<file path="src/rtl/w5300_bus_ctrl.sv">
// w5300_bus_ctrl
// Bus-cycle sequencer for the W5300 parallel host interface. Each request is
// latched in Idle and then walks through Setup -> Strobe -> Hold -> Recover.
// The phase lengths are parameters, and a zero parameter is treated as one
// cycle. Every pin output is a register that is loaded from the next-state
// decode, so no input reaches an output through combinational logic.
//
// Ports
//   clk, rst        clock; asynchronous active-high reset
//   enable          request valid (sampled only in Idle)
//   addr[10:0]      bit10 = 1 write / 0 read, bits[9:0] = register address
//   wr_data[15:0]   write data
//   rd_data[15:0]   last captured read data
//   op_state        one-cycle completion pulse (first Recover cycle)
//   busy            high in every non-Idle state
//   w5300_cs_n/rd_n/wr_n  active-low chip select and strobes
//   w5300_addr[9:0] address pins
//   w5300_dout/doe  data bus drive value and output enable
//   w5300_din       data bus sampled value
module w5300_bus_ctrl #(
    parameter logic [3:0] SETUP_CYC   = 4'd1,
    parameter logic [3:0] STROBE_CYC  = 4'd7,
    parameter logic [3:0] HOLD_CYC    = 4'd1,
    parameter logic [3:0] RECOVER_CYC = 4'd3
) (
    input  logic        clk,
    input  logic        rst,
    input  logic        enable,
    input  logic [10:0] addr,
    input  logic [15:0] wr_data,
    output logic [15:0] rd_data,
    output logic        op_state,
    output logic        busy,
    output logic        w5300_cs_n,
    output logic        w5300_rd_n,
    output logic        w5300_wr_n,
    output logic [9:0]  w5300_addr,
    output logic [15:0] w5300_dout,
    output logic        w5300_doe,
    input  logic [15:0] w5300_din
);

    localparam logic [2:0] ST_IDLE    = 3'd0;
    localparam logic [2:0] ST_SETUP   = 3'd1;
    localparam logic [2:0] ST_STROBE  = 3'd2;
    localparam logic [2:0] ST_HOLD    = 3'd3;
    localparam logic [2:0] ST_RECOVER = 3'd4;

    // Phase length with zero promoted to one cycle.
    function automatic logic [3:0] eff_cyc(input logic [3:0] p);
        eff_cyc = (p == 4'd0) ? 4'd1 : p;
    endfunction

    logic [2:0] state_r;
    logic [2:0] state_nxt_s;
    logic [3:0] cnt_r;
    logic [3:0] cnt_nxt_s;
    logic       is_wr_r;
    logic       wr_nxt_s;
    logic       active_nxt_s;
    logic       last_s;

    // The phase ends on its final counted cycle.
    assign last_s = (cnt_r <= 4'd1);

    // Direction of the access that the next state belongs to. In Idle this is
    // the incoming request, otherwise the latched one.
    assign wr_nxt_s = (state_r == ST_IDLE) ? addr[10] : is_wr_r;

    assign active_nxt_s = (state_nxt_s == ST_SETUP) || (state_nxt_s == ST_STROBE) ||
                          (state_nxt_s == ST_HOLD);

    // Next-state and phase-counter decode.
    always_comb begin
        state_nxt_s = state_r;
        cnt_nxt_s   = (cnt_r != 4'd0) ? (cnt_r - 4'd1) : 4'd0;
        case (state_r)
            ST_IDLE: begin
                if (enable) begin
                    state_nxt_s = ST_SETUP;
                    cnt_nxt_s   = eff_cyc(SETUP_CYC);
                end else begin
                    cnt_nxt_s   = 4'd0;
                end
            end
            ST_SETUP: begin
                if (last_s) begin
                    state_nxt_s = ST_STROBE;
                    cnt_nxt_s   = eff_cyc(STROBE_CYC);
                end else begin
                    state_nxt_s = ST_SETUP;
                end
            end
            ST_STROBE: begin
                if (last_s) begin
                    state_nxt_s = ST_HOLD;
                    cnt_nxt_s   = eff_cyc(HOLD_CYC);
                end else begin
                    state_nxt_s = ST_STROBE;
                end
            end
            ST_HOLD: begin
                if (last_s) begin
                    state_nxt_s = ST_RECOVER;
                    cnt_nxt_s   = eff_cyc(RECOVER_CYC);
                end else begin
                    state_nxt_s = ST_HOLD;
                end
            end
            ST_RECOVER: begin
                if (last_s) begin
                    state_nxt_s = ST_IDLE;
                    cnt_nxt_s   = 4'd0;
                end else begin
                    state_nxt_s = ST_RECOVER;
                end
            end
            default: begin
                state_nxt_s = ST_IDLE;
                cnt_nxt_s   = 4'd0;
            end
        endcase
    end

    // State register and phase counter.
    always_ff @(posedge clk or posedge rst) begin
        if (rst) begin
            state_r <= ST_IDLE;
            cnt_r   <= 4'd0;
        end else begin
            state_r <= state_nxt_s;
            cnt_r   <= cnt_nxt_s;
        end
    end

    // Request latch: captured only when Idle accepts a request, so later
    // changes on enable/addr/wr_data cannot disturb the access in flight.
    always_ff @(posedge clk or posedge rst) begin
        if (rst) begin
            is_wr_r    <= 1'b0;
            w5300_addr <= 10'd0;
            w5300_dout <= 16'd0;
        end else if ((state_r == ST_IDLE) && enable) begin
            is_wr_r    <= addr[10];
            w5300_addr <= addr[9:0];
            w5300_dout <= wr_data;
        end else begin
            is_wr_r    <= is_wr_r;
            w5300_addr <= w5300_addr;
            w5300_dout <= w5300_dout;
        end
    end

    // Registered pin controls and status, decoded from the next state.
    // doe only follows writes and rd_n only follows reads, so they never overlap.
    always_ff @(posedge clk or posedge rst) begin
        if (rst) begin
            w5300_cs_n <= 1'b1;
            w5300_rd_n <= 1'b1;
            w5300_wr_n <= 1'b1;
            w5300_doe  <= 1'b0;
            op_state   <= 1'b0;
            busy       <= 1'b0;
        end else begin
            w5300_cs_n <= ~active_nxt_s;
            w5300_rd_n <= ~((state_nxt_s == ST_STROBE) && !wr_nxt_s);
            w5300_wr_n <= ~((state_nxt_s == ST_STROBE) && wr_nxt_s);
            w5300_doe  <= active_nxt_s && wr_nxt_s;
            op_state   <= (state_r == ST_HOLD) && (state_nxt_s == ST_RECOVER);
            busy       <= (state_nxt_s != ST_IDLE);
        end
    end

    // Read capture on the edge that ends the last Strobe cycle, while rd_n is
    // still low at the pins.
    always_ff @(posedge clk or posedge rst) begin
        if (rst) begin
            rd_data <= 16'd0;
        end else if ((state_r == ST_STROBE) && last_s && !is_wr_r) begin
            rd_data <= w5300_din;
        end else begin
            rd_data <= rd_data;
        end
    end

endmodule
</file>
<file path="config.mk">
export PLATFORM = sky130hd
export DESIGN_NAME = w5300_bus_ctrl
export DESIGN_NICKNAME = d
export VERILOG_FILES = /design/src/rtl/w5300_bus_ctrl.sv
export SDC_FILE = /design/constraint.sdc
export NUM_CORES = 1
export LEC_CHECK = 0
export CAP_MARGIN = 15
export CORE_MARGIN = 4
export CORE_UTILIZATION = 30
export CTS_CLUSTER_SIZE = 8
export DETAILED_ROUTE_END_ITERATION = 10
export GPL_TIMING_DRIVEN = 0
export SYNTH_ARGS = -nofsm -noshare
export SYNTH_HDL_FRONTEND = slang
export SYNTH_SLANG_ARGS = --single-unit
</file>
<file path="constraint.sdc">
create_clock -name clk -period 3 [get_ports clk]
set_clock_uncertainty 0.15 [all_clocks]
set_input_delay 0.75 -clock clk [delete_from_list [all_inputs] [get_ports clk]]
set_output_delay 0.75 -clock clk [all_outputs]
set_load 0.02 [all_outputs]
</file>
==> results.cfg, run 1 <==
[status]
outcome = finished clean

[clock_network]
cts_inserted_buffers = 5
clk_pin_slew_ps = 100
ctsLongestPathBuffers = 2
cts_hold_buf = 0
postCtsResizedCells = 0
clock-sinks = 56
cts_setup_buffers = 0
cts.htree.levels = 2
cts_tree = built
clk_latency_ps = 300
root_buffer = clkbuf_8

[sta]
finalSetupTns_ps = 0
min_period_over_period = 0.780
setup-violations-final = 0
max_freq_mhz = 427
relSlewSlack = 0.653
hold_viol = 0
rsz0062_at_grt = false
hold_ws_ps = 363
period_minus_slack_ps = 2340
worst_slack_ps = 659
slew_violations = 0
tightest_slew_ps = 517

[global_route]
use_met2 = 0.179
grt_pass1_wl_mm = 7.76
grt_pass1_vias = 1653
grt-ovfl-total = 0
grtUsageMet3 = 0.0446
busiest_layer = met2
grt_util_met1 = 0.136
antenna_found_initial = 0
grt_start_max_net_pins = 41
grt_use_total = 0.110

[critical_path]
endpoint = w5300_wr_n
slowest_delay_ps = 600
crit_path_start = w5300_wr_n$_DFF_PP1_
path_depth = 1
reg2reg_slack_ps = 720
critPathSlowestCell = clkdlybuf4s50_1
critPathArrivalTime_ps = 1440
start_kind = flip-flop
worst_r2r_path_depth = 6
critPathBufInv = 1
path_delay_family = buffers and inverters
critPathKind = flip-flop to primary output
rr_endpoint = rd_data[4]$_DFFE_PP0P_
reg2reg_from = cnt_r[2]$_DFF_PP0_
critical_path.max_fanout = 1
path_cells = clkdlybuf4s50_1
crit_required_ps = 2100
cp-end-kind = primary output

[layout]
final_cells = 355
area_growth_pct = 51.4
seqCellArea_mm2 = 0.00141
finalInstanceArea_mm2 = 0.00344
fillCellCount = 690
final_core_util = 0.472
num_antenna_cells = 0
drive_above_1_share = 0.266
nets = 301
multiInputGateArea_um2 = 791

[synth]
avgSynthCellArea_um2 = 14.7
yosys_warnings = 0
async_reset_ff_frac = 1.00
syn-cell-area_mm2 = 0.00227
synthDistinctLibCells = 32
synth_nets = 200
yosysTopAreaCell = dfrtp_1
seq_area_frac_synth = 0.619
synthCells = 154
synth_top_area_share = 0.584
ys_ff_latch = 56
synth_edf_count = 0
synth_area_leaders = dfrtp_1 58%, mux2_2 16%, mux2_4 6.6%, dfstp_2 3.5%, buf_2 1.1%
synthFlopType = dfrtp_1

[route]
drtAntennaViolNets = 0
dr.pass1.iters = 4
drt_iter0_drc = 23
vias_per_cell = 4.43
drt_wl_total_mm = 4.99
routedWlPerCell_um = 14.1
drc_errors = 0
vias = 1571

[power]
peakVddDrop_mv = 0.409
power_leakage_nw = 1.44
power.total_mw = 3.83
power.density_mw_per_mm2 = 1110

[placed_design]
hpwl_mm = 3.74
numPortBuffers = 93
gp_congestion = 0.731
placed_cells = 347
post-place-ws_ps = 363
place_area_mm2 = 0.00335

[floorplan]
die_h_um = 95.0
fp.dieW_um = 95.0
num_rows = 31
die_area_mm2 = 0.00903
start_util = 0.311
io-pin-count = 94
core_mm2 = 0.00729

[flow_run]
cap_viol_max_count = 0

[min_path]
min_path_type = flip-flop to flip-flop
hold_depth = 1
-- synthesized netlist by cell type, drive strengths merged (2+ instances only) --
cell	instances
inv	3
clkbuf	2
buf	7
dfstp	3
o22ai	2
nor3b	2
o21ai	5
dfrtp	53
a21oi	2
mux2	43
nand2b	2
mux2i	2
nor2	5
nand2	4
nor3	5
-- cell usage in the layout, fill, tap and decap left out, types with 2 or more instances in the layout --
cell type	Yosys	final
a21oi_1	2	2
buf_12	1	2
buf_2	5	5
clkbuf_1	2	2
clkbuf_8	0	6
clkdlybuf4s50_1	0	93
clkinv_2	0	2
dfrtp_1	53	53
dfstp_2	3	3
inv_1	3	2
mux2_2	33	33
mux2_4	10	10
mux2i_1	2	2
nand2_1	4	4
nand2b_1	2	2
nor2_1	5	5
nor3_1	5	5
nor3b_1	2	2
o21ai_0	5	5
o22ai_1	2	2
-- worst min-delay path by stage --
stage	startpoint	end	slack [ps]
after floorplan	is_wr_r$_DFFE_PP0P_	w5300_wr_n$_DFF_PP1_	300
after global placement	rd_data[15]$_DFFE_PP0P_	rd_data[15]$_DFFE_PP0P_	340
after detailed placement	rd_data[8]$_DFFE_PP0P_	rd_data[8]$_DFFE_PP0P_	340
after CTS	rd_data[15]$_DFFE_PP0P_	rd_data[15]$_DFFE_PP0P_	370
after global routing	w5300_addr[2]$_DFFE_PP0P_	w5300_addr[2]$_DFFE_PP0P_	380
final	rd_data[15]$_DFFE_PP0P_	rd_data[15]$_DFFE_PP0P_	360
-- power breakdown --
part | total [mW] | internal, mW | switching (mW)
Sequential | 1.33 | 1.14 | 0.189
Combinational | 2.07 | 1.13 | 0.940
Clock | 0.425 | 0.185 | 0.240
-- flip-flops by register name, indices dropped and copies added (netlist names) --
register	flops
rd_data	16
w5300_cs_n	1
is_wr_r	1
w5300_wr_n	1
w5300_addr	10
w5300_rd_n	1
busy	1
w5300_doe	1
cnt_r	4
state_r	3
w5300_dout	16
op_state	1
-- kinds of logic (layout without fill, tap and decap cells) --
family / count (synthesis) / in the layout / share of synthesized area
compound gates: 15 / 15 / 0.0430
xor+xnor: 1 / 1 / 0.00386
buf+inv: 12 / 114 / 0.0331
flops: 56 / 56 / 0.619
mux: 45 / 45 / 0.239
simple gates: 25 / 25 / 0.0628
-- final cells by class --
type | instances | area share
Multi-Input combinational cell | 86 | 0.230
Timing Repair Buffer | 94 | 0.277
Clock buffer | 6 | 0.0240
Clock inverter | 2 | 0.00291
Buffer | 9 | 0.0186
Inverter | 3 | 0.00328
Sequential cell | 56 | 0.409
Tap cell | 99 | 0.0360
-- per-layer routing --
layer	vias up	wire length, um
met5	-	0
met4	0	35
li1	741	-
met3	4	450
met2	59	2220
met1	767	2280
Note: power is estimated with default switching activity, not from simulation.
==> inputs of run 2 (changes only) <==
==> constraint.sdc (replaced) <==
create_clock -name clk -period 2.1 [get_ports clk]
set_clock_uncertainty 0.15 [all_clocks]
set_input_delay 0.525 -clock clk [delete_from_list [all_inputs] [get_ports clk]]
set_output_delay 0.525 -clock clk [all_outputs]
set_load 0.02 [all_outputs]
==> results.cfg, run 2 (synthesis results as in run 1) <==
[status]
outcome = finished clean

[route]
routedWlPerCell_um = 14.6
drt_wl_total_mm = 5.23
dr.pass1.iters = 4
wl_met2_mm = 2.44
drc_errors = 0
drtAntennaViolNets = 0
vias_per_cell = 4.53
met3WireLength_um = 472
vias = 1626
drt_iter0_drc = 7
maxUsedRoutingLayer = met4
drt-met1-wl_mm = 2.29

[clock_network]
clk_pin_slew_ps = 100
cts_tree = built
ctsLongestPathBuffers = 2
cts.htree.levels = 2
cts_inserted_buffers = 5
clk_latency_ps = 300
clock-sinks = 56
cts_hold_buf = 0
root_buffer = clkbuf_8

[sta]
period_minus_slack_ps = 2090
min_period_over_period = 0.995
relSlewSlack = 0.553
worst_slack_ps = 10.5
rsz0062_at_grt = true
setup-violations-final = 0
tightest_slew_ps = 665
max_freq_mhz = 479
hold_viol = 0
slew_violations = 0

[global_route]
grt_pass1_vias = 1767
grt-ovfl-total = 0
grt_use_total = 0.119
antenna_found_initial = 0
grt_start_max_net_pins = 31
grt_pass1_wl_mm = 8.39

[layout]
nets = 305
fillCellCount = 709
num_antenna_cells = 0
final_cells = 359
area_growth_pct = 55.4
reg_top3 = rd_data (16), w5300_dout (16), w5300_addr (10)
multiInputGateArea_um2 = 818
seqCellArea_mm2 = 0.00141
drive_above_1_share = 0.296
final_common_cell = clkdlybuf4s50_1
layout_common_cells = 90 x clkdlybuf4s50_1, 53 x dfrtp_1, 33 x mux2_2

[flow_run]
cap_viol_max_count = 0

[floorplan]
start_util = 0.311
core_mm2 = 0.00729
die_h_um = 95.0
num_rows = 31
fp.dieW_um = 95.0
io-pin-count = 94
die_area_mm2 = 0.00903

[critical_path]
cp-end-kind = flip-flop
critPathArrivalTime_ps = 2130
crit_required_ps = 2140
critical_path.max_fanout = 5
start_kind = flip-flop
critPathKind = flip-flop to flip-flop

[power]
peakVddDrop_mv = 0.501
power.total_mw = 5.59
power.density_mw_per_mm2 = 1580
power_leakage_nw = 1.48

[placed_design]
gp_congestion = 0.714
placed_cells = 347
numPortBuffers = 93
hpwl_mm = 3.78
post-place-ws_ps = -299

[min_path]
min_path_type = flip-flop to flip-flop
[run 2: final timing paths]
kind,slack [ps],cells after the start,endpoint,start
worst max-delay path,10,4,rd_data[4]$_DFFE_PP0P_,cnt_r[1]$_DFF_PP0_
min in group asynchronous,470,2,rd_data[9]$_DFFE_PP0P_,rst
worst min register to register,360,1,w5300_addr[2]$_DFFE_PP0P_,w5300_addr[2]$_DFFE_PP0P_
max in group asynchronous,700,3,w5300_wr_n$_DFF_PP1_,rst
worst min-delay path,360,1,w5300_addr[2]$_DFFE_PP0P_,w5300_addr[2]$_DFFE_PP0P_
worst max register to register,10,4,rd_data[4]$_DFFE_PP0P_,cnt_r[1]$_DFF_PP0_
[run 2: per-layer routing]
layer	vias to the layer above	GRT usage
li1	752	-
met1	807	0.144
met2	63	0.197
met3	4	0.0454
met4	0	0.0325
met5	-	0
[run 2: power breakdown]
group	internal, mW	switching (mW)	total (mW)
registers	1.63	0.282	1.91
logic	1.70	1.38	3.08
clock network	0.264	0.335	0.599
[run 2: area by class of cell]
class,count,area share
Clock inverter,2,0.00284
Sequential cell,56,0.398
Buffer,6,0.0160
Inverter,3,0.00319
Tap cell,99,0.0351
Multi-Input combinational cell,86,0.232
Timing Repair Buffer,101,0.289
Clock buffer,6,0.0234
[run 2: critical path, stage by stage, from the launching register on]
cell       delay [ps]
dfrtp_1           390
or3_4             390
or4_4             550
clkbuf_16         190
mux2_4            290
[run 2: stage by stage]
stage | cell area [um2] | util | hold WS (ps) | TNS, ps
final | 3530 | 0.484 | 362 | 0
after global routing | 3530 | 0.484 | 376 | -128
after CTS | 3490 | 0.479 | 369 | -1110
after detailed placement | 3350 | 0.459 | 341 | -7360
after global placement | 3330 | 0.456 | 339 | -69310
after floorplan | 2270 | - | 302 | -1040
[run 2: repair_timing]
action,in CTS,in global routing
buffers inserted,5,1
gates cloned,0,1
endpoints found under the hold margin,0,0
endpoints found under the setup margin,40,36
gates resized for setup,12,5
pin swaps,1,4
==> edit (config.mk and constraints of run 2) <==
Reset style: synchronous (`rst`), changed in 4 clocked blocks. Comments in the files are not updated.
--- a/src/rtl/w5300_bus_ctrl.sv
+++ b/src/rtl/w5300_bus_ctrl.sv
@@ -123,7 +123,7 @@
     end
 
     // State register and phase counter.
-    always_ff @(posedge clk or posedge rst) begin
+    always_ff @(posedge clk) begin
         if (rst) begin
             state_r <= ST_IDLE;
             cnt_r   <= 4'd0;
@@ -135,7 +135,7 @@
 
     // Request latch: captured only when Idle accepts a request, so later
     // changes on enable/addr/wr_data cannot disturb the access in flight.
-    always_ff @(posedge clk or posedge rst) begin
+    always_ff @(posedge clk) begin
         if (rst) begin
             is_wr_r    <= 1'b0;
             w5300_addr <= 10'd0;
@@ -153,7 +153,7 @@
 
     // Registered pin controls and status, decoded from the next state.
     // doe only follows writes and rd_n only follows reads, so they never overlap.
-    always_ff @(posedge clk or posedge rst) begin
+    always_ff @(posedge clk) begin
         if (rst) begin
             w5300_cs_n <= 1'b1;
             w5300_rd_n <= 1'b1;
@@ -173,7 +173,7 @@
 
     // Read capture on the edge that ends the last Strobe cycle, while rd_n is
     // still low at the pins.
-    always_ff @(posedge clk or posedge rst) begin
+    always_ff @(posedge clk) begin
         if (rst) begin
             rd_data <= 16'd0;
         end else if ((state_r == ST_STROBE) && last_s && !is_wr_r) begin
Check against the original RTL: differs if rst is asserted again (counterexample within 4 cycles, from zero or initial values and one cycle with rst high); with rst held inactive, the same outputs for 10 cycles.
==> edit against run 2 <==
Sequential power is 26% lower. Non-clock buffer count is 8 higher. Routed wire length rose by 16%. Combinational power is 43% lower. Count of clock-buffer cells in the layout did not move. Worst setup slack better by 0.068 ns. Synthesized cell count rose by 66%. Power fell by 32%. Maximum frequency grew 3.4%. Die area decreased by 5.8%. Synthesized area decreased by 6.3%. Cell area decreased by 6.3%. Sequential cell count unchanged. Largest cell class unchanged. Highest routed layer unchanged.
==> edit: results (changes against run 2) <==
.. list-table::
   :header-rows: 1

   * - Metric
     - Value
   * - Status
     - complete, no violations (unchanged)
   * - Met2 routing resource usage after global routing
     - 21.65% (was 19.67%)
   * - Number of cells on the worst reg-to-reg path
     - 6 (was 4)
   * - Start point of the critical path
     - enable (was cnt_r[1])
   * - Routed wire length on met3
     - 450 um (was 472 um)
   * - Synth cell count leaders
     - dfxtp_1 (56), nand2_1 (55), a21oi_1 (48) (was dfrtp_1 (53), mux2_2 (33), mux2_4 (10))
   * - Fill cells
     - 687 (was 709)
   * - Minimum hold slack
     - 0.3076 ns (was 0.3620 ns)
   * - Kind of cell adding the most delay to the critical path
     - buffers and inverters (was simple AND/OR/NAND/NOR gates)
   * - Routed len/inst
     - 13.34 um (was 14.57 um)
   * - Total global-route track usage
     - 14.35% (was 11.85%)
   * - Transition time at the pin with the least slew margin
     - 0.6155 ns (was 0.6651 ns)
   * - Multi-input combinational cell area
     - 930.9 um2 (was 818.3 um2)
   * - Global-route wire length before repair
     - 9880 um (was 8390 um)
   * - Maximum ir drop on the vdd rail
     - 400.7 uV (was 501.1 uV)
   * - WP data arrival
     - 2.05 ns (was 2.13 ns)
   * - Worst Hold Launch
     - w5300_dout[6] (was w5300_addr[2])
   * - Share of layout cells above drive strength 1
     - 7.843% (was 29.62%)
   * - Wire length on met2
     - 2564 um (was 2439 um)
   * - Fraction of the yosys area taken by sequential cells
     - 52.67% (was 61.87%)
   * - Detailed-placement wirelength estimate
     - 4365 um (was 3783 um)
   * - Count of distinct cell types in the synthesized netlist
     - 34 (was 32)
   * - Layout net count
     - 402 (was 305)
   * - Placed instance count
     - 444 (was 347)
   * - Vias post-DR
     - 2,135 (was 1,626)
   * - Endpoint of the worst-slack reg-to-reg timing path
     - w5300_dout[9] (was rd_data[4])
   * - Worst Hold End
     - w5300_dout[6] (was w5300_addr[2])
   * - Via density
     - 4.713 (was 4.529)
   * - Met1 layer usage reported by global route
     - 19.20% (was 14.38%)
   * - Number of global-route vias before repair
     - 2,046 (was 1,767)
   * - Max Fanout on Critical Path
     - 10 (was 5)
   * - Nets in the synthesized netlist
     - 301 (was 200)
   * - FFs w/ async S/R, synth
     - 0% (was 100.0%)
-- edit: cell count changes after synthesis, sizes merged, moves of 9 or more --
cell | before | now
nand3 | 0 | 19
mux2 | 43 | 1
clkbuf | 2 | 11
o21ai | 5 | 18
dfxtp | 0 | 56
nand2 | 4 | 55
a21oi | 2 | 48
dfrtp | 53 | 0
-- edit: cell type report --
class	count	area share, %
flip-flops and latches	56	33.91
repair buffers	95	28.61
multi-input cells	177	28.16
well taps	96	3.634
plain buffers	20	2.650
clock buffers	6	2.498
clock inverters	2	0.4164
inverters	1	0.1136
-- edit: power by group through the flow --
stage,clock [mW],combinational [mW],sequential [mW]
after floorplan,0,0.826,1.65
after global placement,0,1.72,1.44
after detailed placement,0,1.73,1.44
after CTS,0.650,1.74,1.42
after global routing,0.692,1.94,1.46
final,0.624,1.76,1.42
-- edit: kinds of logic after synthesis --
logic type,share of synthesized area (%)
DFF,52.68
AOI/OAI and AO/OA,18.81
muxes,0.5291
buffers and inverters,4.409
xor gates and xnor gates,0.4116
and+or+nand+nor,23.16
